$ cat config.mk
export PLATFORM = sky130hd
export DESIGN_NAME = ram_port_arbiter_flat
export DESIGN_NICKNAME = d
export VERILOG_FILES = /design/src/rtl/ram_arb_pkg.sv /design/src/rtl/ram_port_arbiter_if.sv /design/src/rtl/ram_port_arbiter_rr_arbiter.sv /design/src/rtl/ram_port_arbiter.sv /design/src/flat_wrapper.sv
export SDC_FILE = /design/constraint.sdc
export NUM_CORES = 1
export LEC_CHECK = 0
export ABC_CLOCK_PERIOD_IN_PS = 3700
export CORE_MARGIN = 5
export CORE_UTILIZATION = 36
export CTS_CLUSTER_DIAMETER = 60
export CTS_CLUSTER_SIZE = 8
export DETAILED_ROUTE_END_ITERATION = 6
export HOLD_SLACK_MARGIN = 0.1
export PLACE_DENSITY = 0.89
export SLEW_MARGIN = 5
export SYNTH_ARGS = -nofsm -noshare
export SYNTH_HDL_FRONTEND = slang
export SYNTH_SLANG_ARGS = --single-unit
$ cat constraint.sdc
create_clock -name clk -period 3.7 [get_ports clk]
set_clock_uncertainty 0.05 [all_clocks]
set_input_delay 0.74 -clock clk [delete_from_list [all_inputs] [get_ports clk]]
set_output_delay 0.74 -clock clk [all_outputs]
set_load 0.005 [all_outputs]
$ cat src/rtl/ram_arb_pkg.sv
// ram_arb_pkg: shared id-width helper, response tag type and requester limit
package ram_arb_pkg;
    localparam int MAX_REQ = 8;

    function automatic int ID_W(input int n);
        return (n > 1) ? $clog2(n) : 1;
    endfunction

    localparam int TAG_ID_W = ID_W(MAX_REQ);

    typedef struct packed {
        logic                vld;
        logic [TAG_ID_W-1:0] id;
    } tag_t;
endpackage

$ cat src/rtl/ram_port_arbiter_if.sv
// ram_port_arbiter_if: requester command/response bundle plus the shared RAM port
interface ram_port_arbiter_if #(
    parameter int NUM_REQ    = 2,
    parameter int ADDR_WIDTH = 10,
    parameter int DATA_WIDTH = 32
);
    logic [NUM_REQ-1:0]            req_valid;
    logic [NUM_REQ-1:0]            req_ready;
    logic [NUM_REQ-1:0]            req_wr;
    logic [NUM_REQ*ADDR_WIDTH-1:0] req_addr;
    logic [NUM_REQ*DATA_WIDTH-1:0] req_wdata;
    logic [NUM_REQ-1:0]            rsp_valid;
    logic [DATA_WIDTH-1:0]         rsp_rdata;
    logic                          ram_wrn;
    logic [ADDR_WIDTH-1:0]         ram_addr;
    logic [DATA_WIDTH-1:0]         ram_din;
    logic [DATA_WIDTH-1:0]         ram_dout;

    modport master (
        output req_valid, req_wr, req_addr, req_wdata, ram_dout,
        input  req_ready, rsp_valid, rsp_rdata, ram_wrn, ram_addr, ram_din
    );

    modport slave (
        input  req_valid, req_wr, req_addr, req_wdata, ram_dout,
        output req_ready, rsp_valid, rsp_rdata, ram_wrn, ram_addr, ram_din
    );
endinterface

$ cat src/rtl/ram_port_arbiter_rr_arbiter.sv
// rr_arbiter: combinational round-robin grant over N requests; owns the priority pointer
module rr_arbiter
    import ram_arb_pkg::*;
#(
    parameter int N = 2
) (
    input  logic         clk,
    input  logic         rst_n,
    input  logic [N-1:0] i_req,
    input  logic         i_advance,
    output logic [N-1:0] o_gnt
);
    localparam int PW = ID_W(N);

    logic [PW-1:0] r_prio;
    logic [PW-1:0] w_idx;
    logic [PW:0]   w_sum;
    logic          w_found;

    always_comb begin
        o_gnt   = '0;
        w_idx   = '0;
        w_sum   = '0;
        w_found = 1'b0;
        for (int k = 0; k < N; k++) begin
            w_sum = {1'b0, r_prio} + (PW+1)'(k);
            if (w_sum >= (PW+1)'(N)) w_sum = w_sum - (PW+1)'(N);
            if (!w_found && i_req[w_sum[PW-1:0]]) begin
                w_found = 1'b1;
                w_idx   = w_sum[PW-1:0];
            end
        end
        if (w_found) o_gnt[w_idx] = 1'b1;
    end

    always_ff @(posedge clk or negedge rst_n) begin
        if (!rst_n)         r_prio <= '0;
        else if (i_advance) r_prio <= (w_idx == PW'(N-1)) ? '0 : w_idx + 1'b1;
    end
endmodule

$ cat src/rtl/ram_port_arbiter.sv
// ram_port_arbiter: round-robin sharing of one registered-read RAM port among NUM_REQ requesters.
// Define RAM_ARB_WRACK_EN to make writes return an rsp_valid acknowledge like reads.
module ram_port_arbiter
    import ram_arb_pkg::*;
#(
    parameter int DATA_WIDTH = 32,
    parameter int ADDR_WIDTH = 10,
    parameter int NUM_REQ    = 2,
    parameter int RD_LATENCY = 1
) (
    input  logic               clk,
    input  logic               rst_n,
    ram_port_arbiter_if.slave  bus
);
    localparam int IW = ID_W(NUM_REQ);

    logic [NUM_REQ-1:0]    w_gnt;
    logic [NUM_REQ-1:0]    w_rsp;
    logic                  w_hs;
    logic                  w_push;
    logic [IW-1:0]         w_sel;
    logic                  w_wr;
    logic [ADDR_WIDTH-1:0] w_addr;
    logic [DATA_WIDTH-1:0] w_wdata;
    logic                  r_wrn;
    logic [ADDR_WIDTH-1:0] r_addr;
    logic [DATA_WIDTH-1:0] r_din;
    tag_t                  r_tag [RD_LATENCY+1];

    // Masking requests with rst_n keeps req_ready low for the whole reset window.
    rr_arbiter #(.N(NUM_REQ)) u_arb (
        .clk       (clk),
        .rst_n     (rst_n),
        .i_req     (bus.req_valid & {NUM_REQ{rst_n}}),
        .i_advance (w_hs),
        .o_gnt     (w_gnt)
    );

    assign w_hs = |w_gnt;

    always_comb begin
        w_sel   = '0;
        w_wr    = 1'b0;
        w_addr  = '0;
        w_wdata = '0;
        for (int i = 0; i < NUM_REQ; i++) begin
            if (w_gnt[i]) begin
                w_sel   = IW'(i);
                w_wr    = bus.req_wr[i];
                w_addr  = bus.req_addr[i*ADDR_WIDTH +: ADDR_WIDTH];
                w_wdata = bus.req_wdata[i*DATA_WIDTH +: DATA_WIDTH];
            end
        end
    end

`ifdef RAM_ARB_WRACK_EN
    assign w_push = w_hs;
`else
    assign w_push = w_hs & ~w_wr;
`endif

    // Tag depth RD_LATENCY+1 covers the port register stage plus the RAM read latency.
    always_ff @(posedge clk or negedge rst_n) begin
        if (!rst_n) begin
            r_wrn  <= 1'b0;
            r_addr <= '0;
            r_din  <= '0;
            for (int i = 0; i <= RD_LATENCY; i++) r_tag[i] <= '0;
        end else begin
            r_wrn <= w_hs & w_wr;
            if (w_hs) begin
                r_addr <= w_addr;
                r_din  <= w_wdata;
            end
            r_tag[0] <= tag_t'{vld: w_push, id: TAG_ID_W'(w_sel)};
            for (int i = 1; i <= RD_LATENCY; i++) r_tag[i] <= r_tag[i-1];
        end
    end

    always_comb begin
        w_rsp = '0;
        for (int i = 0; i < NUM_REQ; i++)
            w_rsp[i] = r_tag[RD_LATENCY].vld && (r_tag[RD_LATENCY].id == TAG_ID_W'(i));
    end

    assign bus.req_ready = w_gnt;
    assign bus.rsp_valid = w_rsp;
    assign bus.rsp_rdata = bus.ram_dout;
    assign bus.ram_wrn   = r_wrn;
    assign bus.ram_addr  = r_addr;
    assign bus.ram_din   = r_din;
endmodule

$ cat src/flat_wrapper.sv
// flat-port wrapper written by rule: the top's interface ports become plain ports
module ram_port_arbiter_flat import ram_arb_pkg::*;
#(
    parameter int DATA_WIDTH = 32,
    parameter int ADDR_WIDTH = 10,
    parameter int NUM_REQ    = 2,
    parameter int RD_LATENCY = 1
)
  (clk, rst_n, bus_req_valid, bus_req_wr, bus_req_addr, bus_req_wdata, bus_ram_dout, bus_req_ready, bus_rsp_valid, bus_rsp_rdata, bus_ram_wrn, bus_ram_addr, bus_ram_din);
  ram_port_arbiter_if #(.NUM_REQ(NUM_REQ), .ADDR_WIDTH(ADDR_WIDTH), .DATA_WIDTH(DATA_WIDTH)) bus_i ();
  input  logic clk;
  input  logic rst_n;
  input wire logic [$bits(bus_i.req_valid)-1:0] bus_req_valid;
  input wire logic [$bits(bus_i.req_wr)-1:0] bus_req_wr;
  input wire logic [$bits(bus_i.req_addr)-1:0] bus_req_addr;
  input wire logic [$bits(bus_i.req_wdata)-1:0] bus_req_wdata;
  input wire logic [$bits(bus_i.ram_dout)-1:0] bus_ram_dout;
  output wire logic [$bits(bus_i.req_ready)-1:0] bus_req_ready;
  output wire logic [$bits(bus_i.rsp_valid)-1:0] bus_rsp_valid;
  output wire logic [$bits(bus_i.rsp_rdata)-1:0] bus_rsp_rdata;
  output wire logic [$bits(bus_i.ram_wrn)-1:0] bus_ram_wrn;
  output wire logic [$bits(bus_i.ram_addr)-1:0] bus_ram_addr;
  output wire logic [$bits(bus_i.ram_din)-1:0] bus_ram_din;
  assign bus_i.req_valid = bus_req_valid;
  assign bus_i.req_wr = bus_req_wr;
  assign bus_i.req_addr = bus_req_addr;
  assign bus_i.req_wdata = bus_req_wdata;
  assign bus_i.ram_dout = bus_ram_dout;
  assign bus_req_ready = bus_i.req_ready;
  assign bus_rsp_valid = bus_i.rsp_valid;
  assign bus_rsp_rdata = bus_i.rsp_rdata;
  assign bus_ram_wrn = bus_i.ram_wrn;
  assign bus_ram_addr = bus_i.ram_addr;
  assign bus_ram_din = bus_i.ram_din;
  ram_port_arbiter #(.DATA_WIDTH(DATA_WIDTH), .ADDR_WIDTH(ADDR_WIDTH), .NUM_REQ(NUM_REQ), .RD_LATENCY(RD_LATENCY)) u_core (.clk(clk), .rst_n(rst_n), .bus(bus_i));
endmodule
==> metrics list, run 1 <==
* Highest fanout seen on the critical path: 5
- At the worst endpoint, the required time is between 2000 and 3000 ps.
* Number of nets in the layout: 504
* Chip height: 94.2 microns
* Slew at the pin with the worst max-slew slack: a little over 800 ps
- Synthesis produced a netlist with a net count of roughly 420.
- Max-slew violation count: 0
- Largest incremental delay on the critical path: approximately 570 ps
* WL per Instance: approximately 17 microns
* Simple-gate share of the synthesized area: 0.168
* Static power due to leakage: 1.42 nW
* Worst hold path startpoint: u_core.r_tag[4]$_DFF_PN0_
- The floorplan step defined a die boundary enclosing 0.00888 sq mm.
- The synthesized design spends more area on one cell type than any other, namely sky130_fd_sc_hd__dfrtp_1.
- TritonCTS built the clock tree.
- The critical path contains buffers and inverters numbering 3 combined.
- Number of cells upsized or downsized after cts: 0
- Max IR drop VDD: 0.141 mV
* Master of the slowest instance on the critical path: sky130_fd_sc_hd__clkdlybuf4s50_1
- The floorplan has 30 rows.
* Most Frequent Cell on Critical Path: sky130_fd_sc_hd__clkdlybuf4s50_1
- For this run, the number of Yosys warnings is 0.
- Total overflow reported by the global router: 0
- Uppermost metal layer occupied by signal nets: met4
- Clock buffer count from CTS: 5
- STA classifies the critical path endpoint as an output port.
- 0 antenna diodes ended up in the layout.
- After synthesis the netlist holds a flip-flop and latch count of 48.
- Buffers added on ports: roughly 140
- At the end of routability-driven placement, the weighted congestion stood at roughly 0.74.
- Root Buffer Master: sky130_fd_sc_hd__clkbuf_8
- Netlist area before placement: between 0.002 and 0.003 sq mm
- I/O pin count: about 200
- Dominant combinational cell family by area after synthesis: compound AO/OA/AOI/OAI gates
- Class of the tightest hold or removal check: reg -> reg
* Maximum level of the CTS H-tree: 2
* Detail Placement HPWL: 5730 microns
* Global router's overall resource usage: 0.182
- Using the TritonRoute via totals, the vias-per-cell ratio works out to between 5 and 6.
- Number of DRC violations after detailed routing: 0
* Number of instances in the synthesized netlist: 293
- Final setup violation count: 0
- The most critical setup path has its startpoint at bus_req_valid[0].
- Per-instance average area after synthesis: between 8 and 9 sq um
* Final period util: 0.811
- Final core area utilization: 0.545
- Pwr per Cell Area: around 360 mW/mm^2
* Number of maximum-capacitance constraint violations: 0
* Xor and xnor fraction of the mapped netlist area: 0
- Clock sink count: 48
- Once detail routing completed, the nets flagged for antenna violations numbered 0.
* Unrepaired setup endpoints after global routing: no
- The worst setup path is launched from a primary input.
- CP top delay family: buffers and inverters
- The clock passes through at most 2 buffers.
- Share of the synthesized area in compound gates (AO/OA/AOI/OAI): 0.198
- The number of hold buffers added after CTS was 0.
* Status: finished, final reports clean
- For this block, the via count after detailed routing is about 2.5k.
* Headroom to the max-slew limit: 0.459
* Achievable clock frequency: ~330 MHz
- Initial detailed-routing violation count: 68
- The clock period could shrink to between 3000 and 4000 ps.
- The routed design uses 753 microns of met3 wire.
- Synthesis-to-finish area growth: 46.5%
* Cell types occupying the most area after synthesis: sky130_fd_sc_hd__dfrtp_1 47%, sky130_fd_sc_hd__a31oi_1 10%, sky130_fd_sc_hd__buf_4 10%
* Core Footprint: ~0.007 sq mm
- Most frequent cells in the layout: 135 x sky130_fd_sc_hd__clkdlybuf4s50_1, 48 x sky130_fd_sc_hd__dfrtp_1, 43 x sky130_fd_sc_hd__nor2_1
* Startpoint of the lowest-slack register-to-register path: u_core.u_arb.r_prio$_DFFE_PN0P_
- CP arrival: roughly 2200 ps
- Critical path type: in -> out
* Post-synthesis sequential area ratio: 0.470
* Cells along the critical path: clkdlybuf4s50_1, nand2b_2, nand2_1, inv_1, nor2_1, clkdlybuf4s50_1
* Yosys top cell area share: 0.470
- Entering global routing, the biggest net connects 47 pins.
* Wire length of the first global-routing pass: roughly 13000 microns
* DR pass1 iterations: 4
- Starting density of the core: 0.372
- TNS Setup: 0 ps
- The number of antenna violations at the first check in global routing is 0.
- Clock Latency Late Sink: ~290 ps
- The routed design has between 8000 and 9000 microns of wire.
- Of the cells placed in the final design, the portion with a size suffix greater than 1 is 0.0445.
- In this run the horizontal extent of the chip is 94.2 microns.
* Mux share of post-synthesis cell area: 0
* Number of buffers added for setup after CTS: 0
* Hold Vio Cnt, Final: 0
- Met1 wire length: 3200 microns
* Most frequent standard cell in the layout excluding fill and tap cells: sky130_fd_sc_hd__clkdlybuf4s50_1
- Number of distinct library cell variants in the gate-level netlist after synthesis: 22
- After clock tree synthesis, the clock-pin slew on the worst setup and hold paths is about 90 ps.
- Amount of wire on met2 after detailed routing: 4080 microns
* Post-synthesis adder-cell area fraction: 0
- The layout has 629 filler cells.
- The via count of the first global-routing pass came to 2581.
==> path summary, 6_finish.rpt <==
| kind | end | slack, ps | cells after the start |
|---|---|---|---|
| setup / recovery | bus_req_ready[0] | 700 | 6 |
| hold / removal | u_core.r_tag[0]$_DFF_PN0_ | 310 | 0 |
| setup reg to reg | u_core.bus.ram_din[8]$_DFFE_PN0P_ | 2040 | 3 |
| hold reg to reg | u_core.r_tag[0]$_DFF_PN0_ | 310 | 0 |
| max in group asynchronous | u_core.bus.ram_din[12]$_DFFE_PN0P_ | 2500 | 3 |
| min in group asynchronous | u_core.bus.ram_wrn$_DFF_PN0_ | 380 | 2 |
==> final cells by class <==
type	instances	area (sq um)	share of cell area
Timing Repair Buffer	142	1400	0.374
Multi-Input combinational cell	184	940	0.251
Tap cell	96	120	0.0321
Sequential cell	48	1200	0.321
Clock inverter	1	5.00	0.00134
Clock buffer	6	72.6	0.0194
Inverter	1	3.75	0.00100
==> where the power goes <==
part	switching (W)	internal (W)	total (W)
Clock	0.000167	0.000129	0.000296
Sequential	0.0000377	0.000595	0.000633
Combinational	0.000182	0.000255	0.000437
==> flip-flops by register name, indices dropped and copies added (netlist names) <==
register / cells
u_core.bus.ram_addr: 10
u_core.bus.ram_wrn: 1
u_core.r_tag: 4
u_core.u_arb.r_prio: 1
u_core.bus.ram_din: 32
==> layer usage <==
metal | vias to the layer above | global-route usage
li1 | 1178 | -
met1 | 1183 | 0.203
met2 | 126 | 0.332
met3 | 21 | 0.0521
met4 | 0 | 0.0554
met5 | - | 0
==> logic make-up after synthesis <==
family                 after synthesis
buffers and inverters               61
and+or+nand+nor                     95
DFF                                 48
AOI/OAI and AO/OA                   89
==> cell usage after synthesis (all sizes together) <==
cell type and n:
a211oi 1, a31o 1, a31oi 42, and2 2
and2b 1, and3 1, buf 55, clkbuf 5
dfrtp 48, inv 1, nand2 4, nand2b 1
nand3 42, nor2 43, nor2b 1, o21a 1
o21ai 44
==> worst register-to-register path, stage by stage, from the launching register on <==
cell and delay, ps:
sky130_fd_sc_hd__dfrtp_1 400, sky130_fd_sc_hd__and2b_2 750, sky130_fd_sc_hd__o21ai_0 190, sky130_fd_sc_hd__a31oi_1 200
==> stage by stage <==
stage	instances	instance area, sq um	hold WS [ps]	power, W	worst slack [ps]
after floorplan	293	2550	281	0.000833	1630
after global placement	471	3670	283	0.00107	754
after detailed placement	471	3670	295	0.00109	703
after CTS	478	3740	315	0.00139	695
after global routing	478	3740	318	0.00145	608
final	478	3740	312	0.00137	698
No activity file was read; power rests on OpenSTA's default activity.
==> inputs of run 2 (changes only) <==
--- a/config.mk
+++ b/config.mk
@@ -5,14 +5,14 @@
 export SDC_FILE = /design/constraint.sdc
 export NUM_CORES = 1
 export LEC_CHECK = 0
-export ABC_CLOCK_PERIOD_IN_PS = 3700
+export ABC_CLOCK_PERIOD_IN_PS = 2700
 export CORE_MARGIN = 5
-export CORE_UTILIZATION = 36
+export CORE_UTILIZATION = 30
 export CTS_CLUSTER_DIAMETER = 60
 export CTS_CLUSTER_SIZE = 8
 export DETAILED_ROUTE_END_ITERATION = 6
 export HOLD_SLACK_MARGIN = 0.1
-export PLACE_DENSITY = 0.89
+export PLACE_DENSITY = 0.8
 export SLEW_MARGIN = 5
 export SYNTH_ARGS = -nofsm -noshare
 export SYNTH_HDL_FRONTEND = slang
==> constraint.sdc (replaced) <==
create_clock -name clk -period 2.7 [get_ports clk]
set_clock_uncertainty 0.05 [all_clocks]
set_input_delay 0.54 -clock clk [delete_from_list [all_inputs] [get_ports clk]]
set_output_delay 0.54 -clock clk [all_outputs]
set_load 0.005 [all_outputs]
==> run 2 against run 1 <==
Against the previous run: die area is 18% higher; critical path depth is the same; sequential share of layout area is 0.71 points lower; sequential power rose by 37%; combinational power rose by 39%; via count shrank 2.0%; sequential cell count unchanged; register-to-register slack worse by 880 ps; clock power grew 85%; global-route usage fell by 3.2 points.
==> metrics list, run 2 (synthesis gave the netlist of run 1 again) <==
- Kind of launch point of the worst setup path: primary input
- Total overflow reported by the global router: 0 (unchanged)
- The final count of hold timing violations came to 0 (unchanged).
- Die X: 102 microns (+8.5%)
- The area of the core is 0.00826 sq mm (+20%).
- The via count of the first global-routing pass was 2424 (-6.1%).
- The setup TNS after final layout came to 0 ps (unchanged).
* Wire length of the first global-routing pass: 12400 microns (-3.1%)
- Largest net degree at the start of global routing: 86 (+83%)
- Number of nets in the layout: 505 (+0.20%)
- The final count of negative-setup-slack endpoints was 0 (unchanged).
* Headroom to the max-slew limit: 0.479 (+0.0205)
- Highest fanout seen on the critical path: 3 (-2)
- The half-perimeter wire length after placement came to 5770 microns (+0.67%).
- Non-filler cells, final: 489 (+2.3%)
* Clock-pin slew reported for the worst setup and hold paths after clock tree synthesis: 100 ps (about the same)
* Starting density of the core: 0.309 (-0.0626)
- Number of maximum-capacitance constraint violations: 0 (unchanged)
- Static power due to leakage: 1.45 nW (+2.6%)
- Buffers added on ports: 136 (unchanged)
- The clock network latency to the later pin of the worst-skew pair was 300 ps (about the same).
- Number of placement rows: 33 (+10%)
- Critical Path End Type: output port
- The number of DRC markers after the initial detailed-route iteration came to 52 (-24%).
- Unrepaired setup endpoints after global routing: no
- Maximum level of the CTS H-tree: 2 (unchanged)
- The data required time at the worst endpoint is 2110 ps (-800 ps).
- Max-slew violation count: 0 (unchanged)
- The overall via count from detail_route was 2457 (-2.0%).
- The wire length per cell is 16.5 microns (-3.7%).
- Critical path type: in -> out
- The die span in y was 102 microns (+8.5%).
- Root Buffer Master: sky130_fd_sc_hd__clkbuf_8
* Most frequent standard cell in the layout excluding fill and tap cells: sky130_fd_sc_hd__clkdlybuf4s50_1
- TritonCTS built the clock tree.
* Global router's overall resource usage: 0.150 (-0.0324)
- The power per unit of standard cell area is 528 mW/mm^2 (+45%).
- Final core area utilization: 0.464 (-0.0814)
- The quantity of hold-fixing buffers added after cts came to 0 (unchanged).
- Antenna violations before repair: 1 (+1)
- The slew at the pin with the worst max-slew slack was 778 ps (-30.6 ps).
- Class of the tightest hold or removal check: in -> async
- CP arrival: 1990 ps (-220 ps)
- The run finished with clean final reports.
- DR pass1 iterations: 4 (unchanged)
- The final RePlAce weighted congestion came to 0.790 (+7.1%).
* Post-DRT Antenna Nets: 0 (unchanged)
- Achievable clock frequency: ~390 MHz
- The placed standard-cell area was 0.00371 sq mm (+1.2%).
- Clock sink count: 48 (unchanged)
* CTS Buffer Depth: 2 (unchanged)
* Number of placed instances, taps included: 481 (+2.1%)
- From synthesis to final layout, the design area changed by 49.9%.
* Layout Cell Area excl Fill: 0.00383 sq mm (+2.3%)
- Most frequent cells in the layout: 134 x sky130_fd_sc_hd__clkdlybuf4s50_1, 48 x sky130_fd_sc_hd__dfrtp_1, 43 x sky130_fd_sc_hd__nor2_1
* Ant. Diodes: 0 (unchanged)
* Total wire length: 8080 microns (-1.4%)
* Die area: 0.0105 sq mm (+18%)
- DR vias/cell: 5.02 (-4.2%)
- The routed design could run at a clock period as short as 2580 ps.
- Clock buffer count from CTS: 5 (unchanged)
- Dividing the final minimum period by the clock period gives 0.956.
- The ratio of cells with drive above 1 in the final layout came to 0.0547 (+0.0102).
- The worst ir drop on vdd is 0.208 mV (+47%).
- Number of DRC violations after detailed routing: 0 (unchanged)
* Number of flip-flops in the largest register: 32 (unchanged)
- The number of primary I/O pins is 201 (unchanged).
[run 2: final timing paths]
check	start	endpoint	slack, ps	depth (start not counted)
max	bus_req_valid[1]	bus_req_ready[0]	120	6
min	rst_n	u_core.bus.ram_din[19]$_DFFE_PN0P_	170	2
max reg2reg	u_core.u_arb.r_prio$_DFFE_PN0P_	u_core.bus.ram_din[8]$_DFFE_PN0P_	1160	4
min reg2reg	u_core.r_tag[4]$_DFF_PN0_	u_core.r_tag[0]$_DFF_PN0_	320	0
max in group asynchronous	rst_n	u_core.bus.ram_din[26]$_DFFE_PN0P_	2010	2
min in group clk	u_core.r_tag[4]$_DFF_PN0_	u_core.r_tag[0]$_DFF_PN0_	320	0
[run 2: routing by layer]
metal | up-vias | wire length (microns) | global-route usage | share of wire
met5 | - | 13 | 0 | 0.0016
met4 | 2 | 174 | 0.0515 | 0.022
met3 | 25 | 797 | 0.0491 | 0.099
met2 | 119 | 4000 | 0.269 | 0.49
met1 | 1128 | 3100 | 0.165 | 0.38
li1 | 1183 | - | - | -
[run 2: metrics by stage]
stage | power [W] | hold WS [ps] | setup WS, ps
final | 0.00202 | 174 | 118
after global routing | 0.00213 | 180 | 36.0
after CTS | 0.00204 | 175 | 89.8
after detailed placement | 0.00149 | 290 | 88.1
after global placement | 0.00148 | 284 | 156
after floorplan | 0.00114 | 194 | 1030
[run 2: area by class of cell]
| cell class | count | area [sq um] |
|---|---|---|
| timing repair buffer | 143 | 1440 |
| multi-input combinational | 184 | 941 |
| sequential | 48 | 1200 |
| clock buffer | 5 | 68.8 |
| tap | 105 | 131 |
| fill | 817 | 4430 |
| clock inverter | 3 | 46.3 |
| inverter | 1 | 3.75 |
[run 2: worst max-delay path: stages]
cell and delay [ps]:
sky130_fd_sc_hd__clkdlybuf4s50_1 430, sky130_fd_sc_hd__and2_2 210, sky130_fd_sc_hd__nand2_1 90, sky130_fd_sc_hd__inv_1 80
sky130_fd_sc_hd__nor2_1 120, sky130_fd_sc_hd__clkdlybuf4s50_1 530
[run 2: power breakdown]
part | total, W | internal [W] | switching (W)
combinational | 0.000607 | 0.000359 | 0.000248
sequential | 0.000867 | 0.000815 | 0.0000516
clock | 0.000548 | 0.000280 | 0.000268
total | 0.00202 | 0.00145 | 0.000568
[run 2: what timing repair did]
action                     4_1_cts  5_1_grt
setup endpoints to repair        0        1
resized for setup                0        1
buffers inserted                 0        0
hold endpoints to repair         0        0
